## src/rtl/mem_wb_stage_hs.sv

```systemverilog
// MEM stage + MEM/WB register: req/ack data port, lane steering, load extension, flush, timeout abort.
// Latency 1 cycle + memory wait states (stall_out held meanwhile); MEM_MISALIGN_CHK_EN traps misaligned ops.
module mem_wb_stage_hs #(
  parameter int N       = 32,
  parameter int RA_W    = 5,
  parameter int TIMEOUT = 15
) (
  input  logic            clk,
  input  logic            rst,
  input  logic            exmem_valid,
  input  logic            exmem_regwrite,
  input  logic            exmem_memtoreg,
  input  logic            exmem_memread,
  input  logic            exmem_memwrite,
  input  logic [2:0]      exmem_funct3,
  input  logic [N-1:0]    exmem_alures,
  input  logic [N-1:0]    exmem_wdata,
  input  logic [RA_W-1:0] exmem_rdadd,
  input  logic            flush,
  output logic            mem_req,
  output logic            mem_we,
  output logic [N-1:0]    mem_addr,
  output logic [N-1:0]    mem_wdata,
  output logic [N/8-1:0]  mem_be,
  input  logic [N-1:0]    mem_rdata,
  input  logic            mem_ack,
  output logic            stall_out,
  output logic            mem_err,
  output logic            misalign,
  output logic            memwb_valid,
  output logic            memwb_regwrite,
  output logic            memwb_memtoreg,
  output logic [N-1:0]    memwb_rdata,
  output logic [N-1:0]    memwb_alures,
  output logic [RA_W-1:0] memwb_rdadd
);
  localparam int NB   = N / 8;
  localparam int OFFW = $clog2(NB);
  localparam int CW   = $clog2(TIMEOUT + 1);
  localparam logic [CW-1:0] TO_CNT = CW'(TIMEOUT);

  typedef enum logic {ST_IDLE, ST_WAIT} state_t;

  state_t        state, nextState;
  logic [CW-1:0] waitCnt, nextCnt;
  logic          dropFlag, nextDrop;

  logic            latMemread, latMemwrite, latRegwrite, latMemtoreg;
  logic [2:0]      latFunct3;
  logic [N-1:0]    latAlures, latWdata;
  logic [RA_W-1:0] latRdadd;

  logic            curMemread, curMemwrite, curRegwrite, curMemtoreg;
  logic [2:0]      curFunct3;
  logic [N-1:0]    curAlures, curWdata;
  logic [RA_W-1:0] curRdadd;

  logic [OFFW-1:0] rawOff, alignMask, effOff;
  logic [NB-1:0]   beRaw;
  logic [N-1:0]    shifted, lowMask, loadExt;
  logic            signBit, misalignHit, opNow;
  logic            reqInt, timeoutHit, misalignInt;

  logic            nValid, nRegwrite, nMemtoreg;
  logic [N-1:0]    nRdata, nAlures;
  logic [RA_W-1:0] nRdadd;

  // While waiting, the access is replayed from the latch so the bus stays stable
  // even if the upstream register is disturbed by a flush.
  always_comb begin
    if (state == ST_WAIT) begin
      curMemread  = latMemread;
      curMemwrite = latMemwrite;
      curRegwrite = latRegwrite;
      curMemtoreg = latMemtoreg;
      curFunct3   = latFunct3;
      curAlures   = latAlures;
      curWdata    = latWdata;
      curRdadd    = latRdadd;
    end else begin
      curMemread  = exmem_memread;
      curMemwrite = exmem_memwrite;
      curRegwrite = exmem_regwrite;
      curMemtoreg = exmem_memtoreg;
      curFunct3   = exmem_funct3;
      curAlures   = exmem_alures;
      curWdata    = exmem_wdata;
      curRdadd    = exmem_rdadd;
    end
  end

  always_comb begin
    rawOff = curAlures[OFFW-1:0];
    case (curFunct3[1:0])
      2'b00: begin
        alignMask = '0;
        beRaw     = NB'(1);
        lowMask   = N'(8'hFF);
      end
      2'b01: begin
        alignMask = OFFW'(1);
        beRaw     = NB'(3);
        lowMask   = N'(16'hFFFF);
      end
      2'b10: begin
        alignMask = OFFW'(3);
        beRaw     = NB'(4'hF);
        lowMask   = N'(32'hFFFF_FFFF);
      end
      default: begin
        alignMask = '1;
        beRaw     = '1;
        lowMask   = '1;
      end
    endcase
    effOff  = rawOff & ~alignMask;
    shifted = mem_rdata >> {effOff, 3'b000};
    case (curFunct3[1:0])
      2'b00:   signBit = shifted[7];
      2'b01:   signBit = shifted[15];
      2'b10:   signBit = shifted[31];
      default: signBit = shifted[N-1];
    endcase
    loadExt = (shifted & lowMask) | ({N{signBit & ~curFunct3[2]}} & ~lowMask);
  end

`ifdef MEM_MISALIGN_CHK_EN
  assign misalignHit = |(rawOff & alignMask);
`else
  assign misalignHit = 1'b0;
`endif

  assign opNow = exmem_valid & (exmem_memread | exmem_memwrite);

  always_comb begin
    nextState   = state;
    nextCnt     = waitCnt;
    nextDrop    = dropFlag;
    reqInt      = 1'b0;
    timeoutHit  = 1'b0;
    misalignInt = 1'b0;
    nValid      = 1'b0;
    nRegwrite   = 1'b0;
    nMemtoreg   = 1'b0;
    nRdata      = '0;
    nAlures     = '0;
    nRdadd      = '0;
    case (state)
      ST_IDLE: begin
        if (flush) begin
          nValid = 1'b0;
        end else if (opNow && misalignHit) begin
          misalignInt = 1'b1;
        end else if (opNow) begin
          reqInt = 1'b1;
          if (mem_ack) begin
            nValid    = 1'b1;
            nRegwrite = curRegwrite;
            nMemtoreg = curMemtoreg;
            nRdata    = curMemread ? loadExt : '0;
            nAlures   = curAlures;
            nRdadd    = curRdadd;
          end else begin
            nextState = ST_WAIT;
            nextCnt   = CW'(1);
          end
        end else begin
          nValid    = exmem_valid;
          nRegwrite = exmem_valid & exmem_regwrite;
          nMemtoreg = exmem_valid & exmem_memtoreg;
          nAlures   = exmem_alures;
          nRdadd    = exmem_rdadd;
        end
      end
      ST_WAIT: begin
        if (mem_ack) begin
          // A flush seen at any point of the wait turns the result into a bubble.
          reqInt    = 1'b1;
          nValid    = ~(dropFlag | flush);
          nRegwrite = ~(dropFlag | flush) & curRegwrite;
          nMemtoreg = ~(dropFlag | flush) & curMemtoreg;
          nRdata    = curMemread ? loadExt : '0;
          nAlures   = curAlures;
          nRdadd    = curRdadd;
          nextState = ST_IDLE;
          nextCnt   = '0;
          nextDrop  = 1'b0;
        end else if (waitCnt == TO_CNT) begin
          timeoutHit = 1'b1;
          nextState  = ST_IDLE;
          nextCnt    = '0;
          nextDrop   = 1'b0;
        end else begin
          reqInt   = 1'b1;
          nextCnt  = waitCnt + CW'(1);
          nextDrop = dropFlag | flush;
        end
      end
      default: nextState = ST_IDLE;
    endcase
  end

  always_ff @(posedge clk or posedge rst) begin
    if (rst) begin
      state    <= ST_IDLE;
      waitCnt  <= '0;
      dropFlag <= 1'b0;
    end else begin
      state    <= nextState;
      waitCnt  <= nextCnt;
      dropFlag <= nextDrop;
    end
  end

  always_ff @(posedge clk or posedge rst) begin
    if (rst) begin
      latMemread  <= 1'b0;
      latMemwrite <= 1'b0;
      latRegwrite <= 1'b0;
      latMemtoreg <= 1'b0;
      latFunct3   <= '0;
      latAlures   <= '0;
      latWdata    <= '0;
      latRdadd    <= '0;
    end else if (state == ST_IDLE) begin
      latMemread  <= exmem_memread;
      latMemwrite <= exmem_memwrite;
      latRegwrite <= exmem_regwrite;
      latMemtoreg <= exmem_memtoreg;
      latFunct3   <= exmem_funct3;
      latAlures   <= exmem_alures;
      latWdata    <= exmem_wdata;
      latRdadd    <= exmem_rdadd;
    end
  end

  always_ff @(posedge clk or posedge rst) begin
    if (rst) begin
      memwb_valid    <= 1'b0;
      memwb_regwrite <= 1'b0;
      memwb_memtoreg <= 1'b0;
      memwb_rdata    <= '0;
      memwb_alures   <= '0;
      memwb_rdadd    <= '0;
    end else begin
      memwb_valid    <= nValid;
      memwb_regwrite <= nRegwrite;
      memwb_memtoreg <= nMemtoreg;
      memwb_rdata    <= nRdata;
      memwb_alures   <= nAlures;
      memwb_rdadd    <= nRdadd;
    end
  end

  assign mem_req   = reqInt & ~rst;
  assign mem_we    = curMemwrite;
  assign mem_addr  = {curAlures[N-1:OFFW], {OFFW{1'b0}}};
  assign mem_wdata = curWdata << {effOff, 3'b000};
  assign mem_be    = beRaw << effOff;
  assign stall_out = mem_req & ~mem_ack;
  assign mem_err   = timeoutHit & ~rst;
  assign misalign  = misalignInt & ~rst;
endmodule

```

## config.mk

```make
export PLATFORM = sky130hd
export DESIGN_NAME = mem_wb_stage_hs
export DESIGN_NICKNAME = d
export VERILOG_FILES = /design/src/rtl/mem_wb_stage_hs.sv
export SDC_FILE = /design/constraint.sdc
export NUM_CORES = 1
export LEC_CHECK = 0
export ABC_AREA = 1
export CORE_MARGIN = 4
export CORE_UTILIZATION = 45
export CTS_CLUSTER_DIAMETER = 120
export CTS_CLUSTER_SIZE = 12
export DETAILED_ROUTE_END_ITERATION = 8
export DONT_BUFFER_PORTS = 1
export MAX_ROUTING_LAYER = met4
export PLACE_DENSITY = 0.69
export RECOVER_POWER = 100
export SLEW_MARGIN = 20
export SYNTH_ARGS = -nofsm -noshare
export SYNTH_HDL_FRONTEND = slang
export SYNTH_SLANG_ARGS = --single-unit
```

## constraint.sdc

```tcl
create_clock -name clk -period 6.8 [get_ports clk]
set_clock_uncertainty 0.05 [all_clocks]
set_input_delay 1.36 -clock clk [delete_from_list [all_inputs] [get_ports clk]]
set_output_delay 1.36 -clock clk [all_outputs]
set_load 0.01 [all_outputs]
```

==> summary.md <==
| Metric | Value |
|---|---|
| Outcome | `complete, but fails checks` |
| Violated checks | `max-capacitance violations, max-slew violations` |
| FF-to-FF Start | `state` |
| Routed WL | `19200 um` |
| # diodes | `0` |
| Crit. Startpoint | `state` |
| Reg-to-Reg End | `memwb_rdata[15]` |
| Avg Vias per Cell | `5.49` |
| Share of cells above drive strength 1 | `0.0895` |
| RSZ-0062 raised after global routing | `false` |
| Grt ovf | `0` |
| Syn. warnings | `0` |
| I/O pin cnt | `258` |
| Total CTS buffers | `17` |
| Kind of start point of the critical path | `register` |
| Die H | `136 um` |
| # DRC | `0` |
| Nets | `894` |
| Post-CTS resize count | `0` |
| Max-Slew Margin vs Limit | `-1.80` |
| Port Buffers | `0` |
| Hold WS | `439 ps` |
| CTS max path bufs | `2` |
| Cell repeated most along the worst path | `nand2_1` |
| Crit-path cells | `inv_1, nand2_1, nand2_4, nand3_1, buf_4, nand2_1, a221oi_1` |
| Mapped Cells | `839` |
| Clock sinks | `154` |
| First-pass GRT wire length | `29400 um` |
| Setup slack, reg-to-reg | `2540 ps` |
| Initial antenna violation count | `0` |
| Setup crit end kind | `output port` |
| Final period utilization | `0.776` |
| PwrDens | `306 nW/um2` |
| Worst slew pin tran | `4170 ps` |
| Max Cap Violations | `2` |
| Area grow syn2layout | `4.74%` |
| Drt first pass iters | `5` |
| Final Instance Area | `7680 um2` |
| Seq/Total Area, Yosys | `0.526` |
| CP Class | `reg -> out` |
| Final Slew Violations | `135` |
| Register bit total from synthesis | `154` |
| Critical path peak fanout | `64` |
| Fin crit period | `5270 ps` |
| Routability Congestion | `0.897` |
| Fmax | `190 MHz` |
| Total GRT Usage | `0.211` |
| Post-synth cell types | `39` |
| Syn_area_per_cell | `8.74 um2` |
| Worst skew pair latency | `410 ps` |
| Drt initial violations | `350` |
| CTS tree | `done` |
| Post-synth EDFFs | `0` |
| Clock root buffer | `clkbuf_16` |
| Clk pin slew, worst setup/hold paths | `60 ps` |
| DR WL/cell | `19.1 um` |
| Most common cell after layout, fill and taps aside | `dfrtp_1` |
| H-tree levels | `4` |
| Total setup buffers inserted after CTS | `0` |
| Max stage delay on crit path | `1060 ps` |
| Finish-stage setup viols | `0` |
| Core area | `15900 um2` |
| Die ar. | `18400 um2` |
| Min-Delay Path Class | `reg -> reg` |
| Leak | `3.57 nW` |
| Most frequent cells in the layout | `154 x dfrtp_1, 146 x nand2_1, 144 x nor2_1` |
| DP Worst Slack | `2250 ps` |
| Fin Setup TNS | `0 ps` |
| Row count | `46` |
| Layout Cells excl Fill | `1009` |
| Worst VDD drop | `0.000162 V` |
| R2R cell count | `10` |
| DRT antenna net count | `0` |
| Initial Util | `0.460` |
| CP max stage cell | `dfrtp_1` |
| Final Hold Viols | `0` |
| Post-synth top flop | `dfrtp_1` |
| Asr flop ratio synth | `1.00` |
| Worst Path Required | `5390 ps` |
| Post-route setup slack | `1530 ps` |
| Largest net degree at the start of global routing | `97` |
| Cell Area, Synth | `7330 um2` |
| Hold-fix buffers, CTS | `0` |
| Crit path capture | `mem_wdata[22]` |
| Vias post-DR | `5537` |
| DP HPWL | `13100 um` |
| WP data arrival | `3860 ps` |
| Inst Count DP | `977` |
| Die Width | `136 um` |
| Dpl cell area | `7190 um2` |
| Vias in the first global route | `5350` |
-- how the worst min path moves through the flow --
stage | start | slack (ps) | end | cells after the start
CTS | latWdata[26] | 440 | latWdata[26] | 2
global placement | latWdata[26] | 420 | latWdata[26] | 2
finish | latWdata[26] | 440 | latWdata[26] | 2
global route | latWdata[26] | 460 | latWdata[26] | 2
detailed placement | latWdata[26] | 420 | latWdata[26] | 2
floorplan | latWdata[26] | 390 | latWdata[26] | 2
-- area by class of cell --
class                           count  area (um2)
Fill cell                        1537        8260
Clock inverter                     13         159
Timing Repair Buffer                9        63.8
Sequential cell                   154        3850
Tap cell                          216         270
Clock buffer                       19         433
Inverter                           61         230
Multi-Input combinational cell    537        2670
-- per-layer routing --
| layer | GRT usage | share of wire | wire length, um | vias to the layer above |
|---|---|---|---|---|
| met5 | - | 0 | 0 | - |
| met1 | 0.269 | 0.42 | 8050 | 2639 |
| li1 | - | - | - | 2614 |
| met4 | 0.0521 | 0.0091 | 175 | 0 |
| met3 | 0.0773 | 0.11 | 2210 | 11 |
| met2 | 0.322 | 0.46 | 8810 | 273 |
-- power breakdown --
part	switching, mW	internal (mW)	leakage [nW]	total [mW]
logic	0.260	0.0919	1.38	0.352
clock network	0.392	0.552	0.283	0.944
registers	0.0519	1.00	1.91	1.05
total	0.703	1.64	3.57	2.35
-- cell usage after synthesis, types with 2 or more instances --
| cell type | n | area, um2 |
|---|---|---|
| dfrtp_1 | 154 | 3850 |
| nor2_1 | 144 | 541 |
| nand2_1 | 143 | 537 |
| o21ai_0 | 88 | 440 |
| inv_1 | 58 | 218 |
| a221oi_1 | 43 | 377 |
| buf_4 | 35 | 263 |
| clkbuf_1 | 28 | 105 |
| buf_2 | 24 | 120 |
| a21oi_1 | 23 | 115 |
| or2_2 | 17 | 106 |
| a21oi_2 | 10 | 87.6 |
| mux2i_1 | 8 | 80.1 |
| nand3_1 | 8 | 40.0 |
| a31oi_1 | 7 | 43.8 |
| nand2_2 | 5 | 31.3 |
| o22ai_1 | 5 | 31.3 |
| nor3_1 | 4 | 20.0 |
| inv_2 | 3 | 11.3 |
| nand2_4 | 3 | 33.8 |
| nand3_4 | 3 | 52.6 |
| o21ai_1 | 3 | 15.0 |
| a211oi_1 | 2 | 15.0 |
| a32oi_1 | 2 | 17.5 |
| buf_6 | 2 | 22.5 |
| nand3_2 | 2 | 20.0 |
| nand4_1 | 2 | 12.5 |
| nor2_4 | 2 | 22.5 |
-- cells by family (layout without fill, tap and decap cells) --
group,count (synthesis),count (layout),synth area share
other cells,1,3,0.000512
compound gates,188,188,0.163
fa+ha+maj,1,1,0.00171
mux,8,8,0.0109
flops,154,154,0.526
buf+inv,150,102,0.101
simple gates,336,336,0.196
xor+xnor,1,1,0.00119
-- critical path, delay by kind of cell, from the launching register on --
kind,cells,cell delay (ps)
AOI/OAI and AO/OA,1,460
DFF,1,1060
and+or+nand+nor,4,930
buffers and inverters,2,980
-- flip-flops by register name (all words and copies together), names as in the netlist, 3 cells and up --
| name | flops |
|---|---|
| latAlures | 32 |
| latWdata | 32 |
| memwb_alures | 32 |
| memwb_rdata | 32 |
| latRdadd | 5 |
| memwb_rdadd | 5 |
| waitCnt | 4 |
| latFunct3 | 3 |
-- per-stage QoR --
stage               power [mW]   util
floorplan                 1.38      -
global route              2.46  0.482
finish                    2.35  0.482
detailed placement        1.43  0.451
global placement          1.42  0.451
CTS                       2.39  0.488
Note: power is estimated with default switching activity, not from simulation.
==> RTL change: new RTL, config.mk and constraints unchanged <==
`memwb_rdata`, `memwb_alures` and `memwb_rdadd` no longer have a reset.
--- a/src/rtl/mem_wb_stage_hs.sv
+++ b/src/rtl/mem_wb_stage_hs.sv
@@ -241,5 +241,2 @@
       memwb_memtoreg <= 1'b0;
-      memwb_rdata    <= '0;
-      memwb_alures   <= '0;
-      memwb_rdadd    <= '0;
     end else begin
@@ -248,6 +245,9 @@
       memwb_memtoreg <= nMemtoreg;
-      memwb_rdata    <= nRdata;
-      memwb_alures   <= nAlures;
-      memwb_rdadd    <= nRdadd;
-    end
+    end
+  end
+
+  always_ff @(posedge clk) begin
+    memwb_rdata  <= nRdata;
+    memwb_alures <= nAlures;
+    memwb_rdadd  <= nRdadd;
   end
Formal check against the unedited RTL: not equivalent (Yosys sat finds a counterexample within 4 cycles, from zero or initial values and one cycle with rst high).
==> RTL change against the unedited design <==
Largest cell class unchanged; cell area is 4.8% lower; critical path type unchanged; setup slack got worse by 0.33 ns; routed wire length shrank 3.6%; total power down 2.0%; area after synthesis fell by 4.7%; sequential cell count unchanged; the run still ends with max-capacitance violations, max-slew violations left; via count is 1.2% lower; global-route usage about the same.
==> RTL change: results (changes against the unedited design) <==
status=finished with violations; violated checks=max-capacitance violations, max-slew violations; Leak=3.20 nW (-11%); grt met3 use=6.69% (-1.0 points); peak supply drop=0.000163 V (+0.85%); layout cells sized above 1=10.1% (+1.2 points); global-route usage over all layers=21.1% (-0.028 points); Fillers=1453 (-5.5%); GR Util met1=26.9% (-0.061 points); sequential area share after synthesis=50.2% (-2.3 points); vias in the first global route=5119 (-4.3%); worst slack at placement=1.89 ns (-0.363 ns); DP HPWL=12800 um (-1.8%); diode count=0 (unchanged); nets=892 (-0.22%); synth top area cells=dfrtp_1, dfxtp_1, nor2_1, nand2_1, o21ai_0; Netlist cell types=40 (+2.6%); Post-synth top cells=nor2_1, nand2_1, o21ai_0, dfrtp_1, dfxtp_1; largest net degree at the start of global routing=73 (-25%); R2R cell count=8 (-2); Worst R2R End=memwb_rdata[3]; Pins Over Slew Limit=168 (+24%); Max FO, Critical Path=36 (-44%); met2 usage=32.4% (+0.25 points); MaxCap Viol Count=4 (+2); global-route wire length before repair=28600 um (-2.5%); hold_ws=0.434 ns (-0.00547 ns); final WL=18600 um (-3.6%); Vias=5472 (-1.2%); Synth async-reset ratio=55.2% (-45 points)
==> RTL change: changes by cell type in the layout (fill, tap and decap cells not counted), moves of 3 or more <==
cell and delta:
dfrtp_1 -70, dfxtp_1 +69, a21oi_1 -8, a21oi_2 +7, buf_4 -5, nand3_1 -3
==> RTL change: how the worst max path moves through the flow <==
stage	startpoint	to	slack, ns	cells after the start
CTS	state	mem_wdata[16]	1.67	7
global placement	exmem_funct3[1]	mem_wdata[21]	2.00	7
global route	state	stall_out	0.75	6
floorplan	exmem_funct3[0]	mem_wdata[16]	2.94	8
detailed placement	exmem_funct3[1]	mem_wdata[16]	1.89	7
finish	state	mem_wdata[26]	1.19	8
==> RTL change: kinds of logic (layout without fill, tap and decap cells) <==
| logic type | Yosys count | after routing | synth area share [%] |
|---|---|---|---|
| AND/OR/NAND/NOR | 336 | 336 | 20.6 |
| buffers and inverters | 150 | 100 | 10.6 |
| flip-flops | 154 | 154 | 50.2 |
| adder cells (fa/ha/maj) | 1 | 1 | 0.179 |
| AO/OA/AOI/OAI | 188 | 188 | 17.1 |
| XOR/XNOR | 1 | 1 | 0.125 |
| other | 1 | 3 | 0.0537 |
| multiplexers | 8 | 8 | 1.15 |
==> RTL change: metrics by stage <==
step,instances,power (mW),area (sq um)
floorplan,841,1.37,6990
global placement,947,1.41,6790
detailed placement,947,1.42,6790
CTS,979,2.33,7360
global route,979,2.41,7310
finish,979,2.30,7310
==> RTL change: final cells by class <==
type	count	area, sq um	share of cell area [%]
clock inverters	14	136	1.87
well taps	188	235	3.22
flip-flops and latches	154	3510	48.1
inverters	61	230	3.15
multi-input cells	537	2730	37.3
repair buffers	7	37.5	0.514
clock buffers	18	429	5.87
==> RTL change: critical path, cell delays in order (launching register included) <==
cell,delay (ns)
dfrtp_4,0.60
inv_1,0.80
nand2_1,0.21
nand2_4,0.38
nand2_1,0.41
nor2_2,0.93
a21oi_1,0.12
o21ai_0,0.11
o21ai_0,0.19
==> RTL change: routing by layer <==
layer | wire (um) | share of wire (%)
met5 | 0 | 0
met4 | 274 | 1.5
met3 | 1840 | 9.9
met2 | 8660 | 47
met1 | 7790 | 42
==> RTL change: report_power, final <==
| group | total [mW] | internal (mW) | switching (mW) |
|---|---|---|---|
| sequential | 1.05 | 0.996 | 0.0503 |
| combinational | 0.349 | 0.0923 | 0.257 |
| clock | 0.906 | 0.513 | 0.393 |
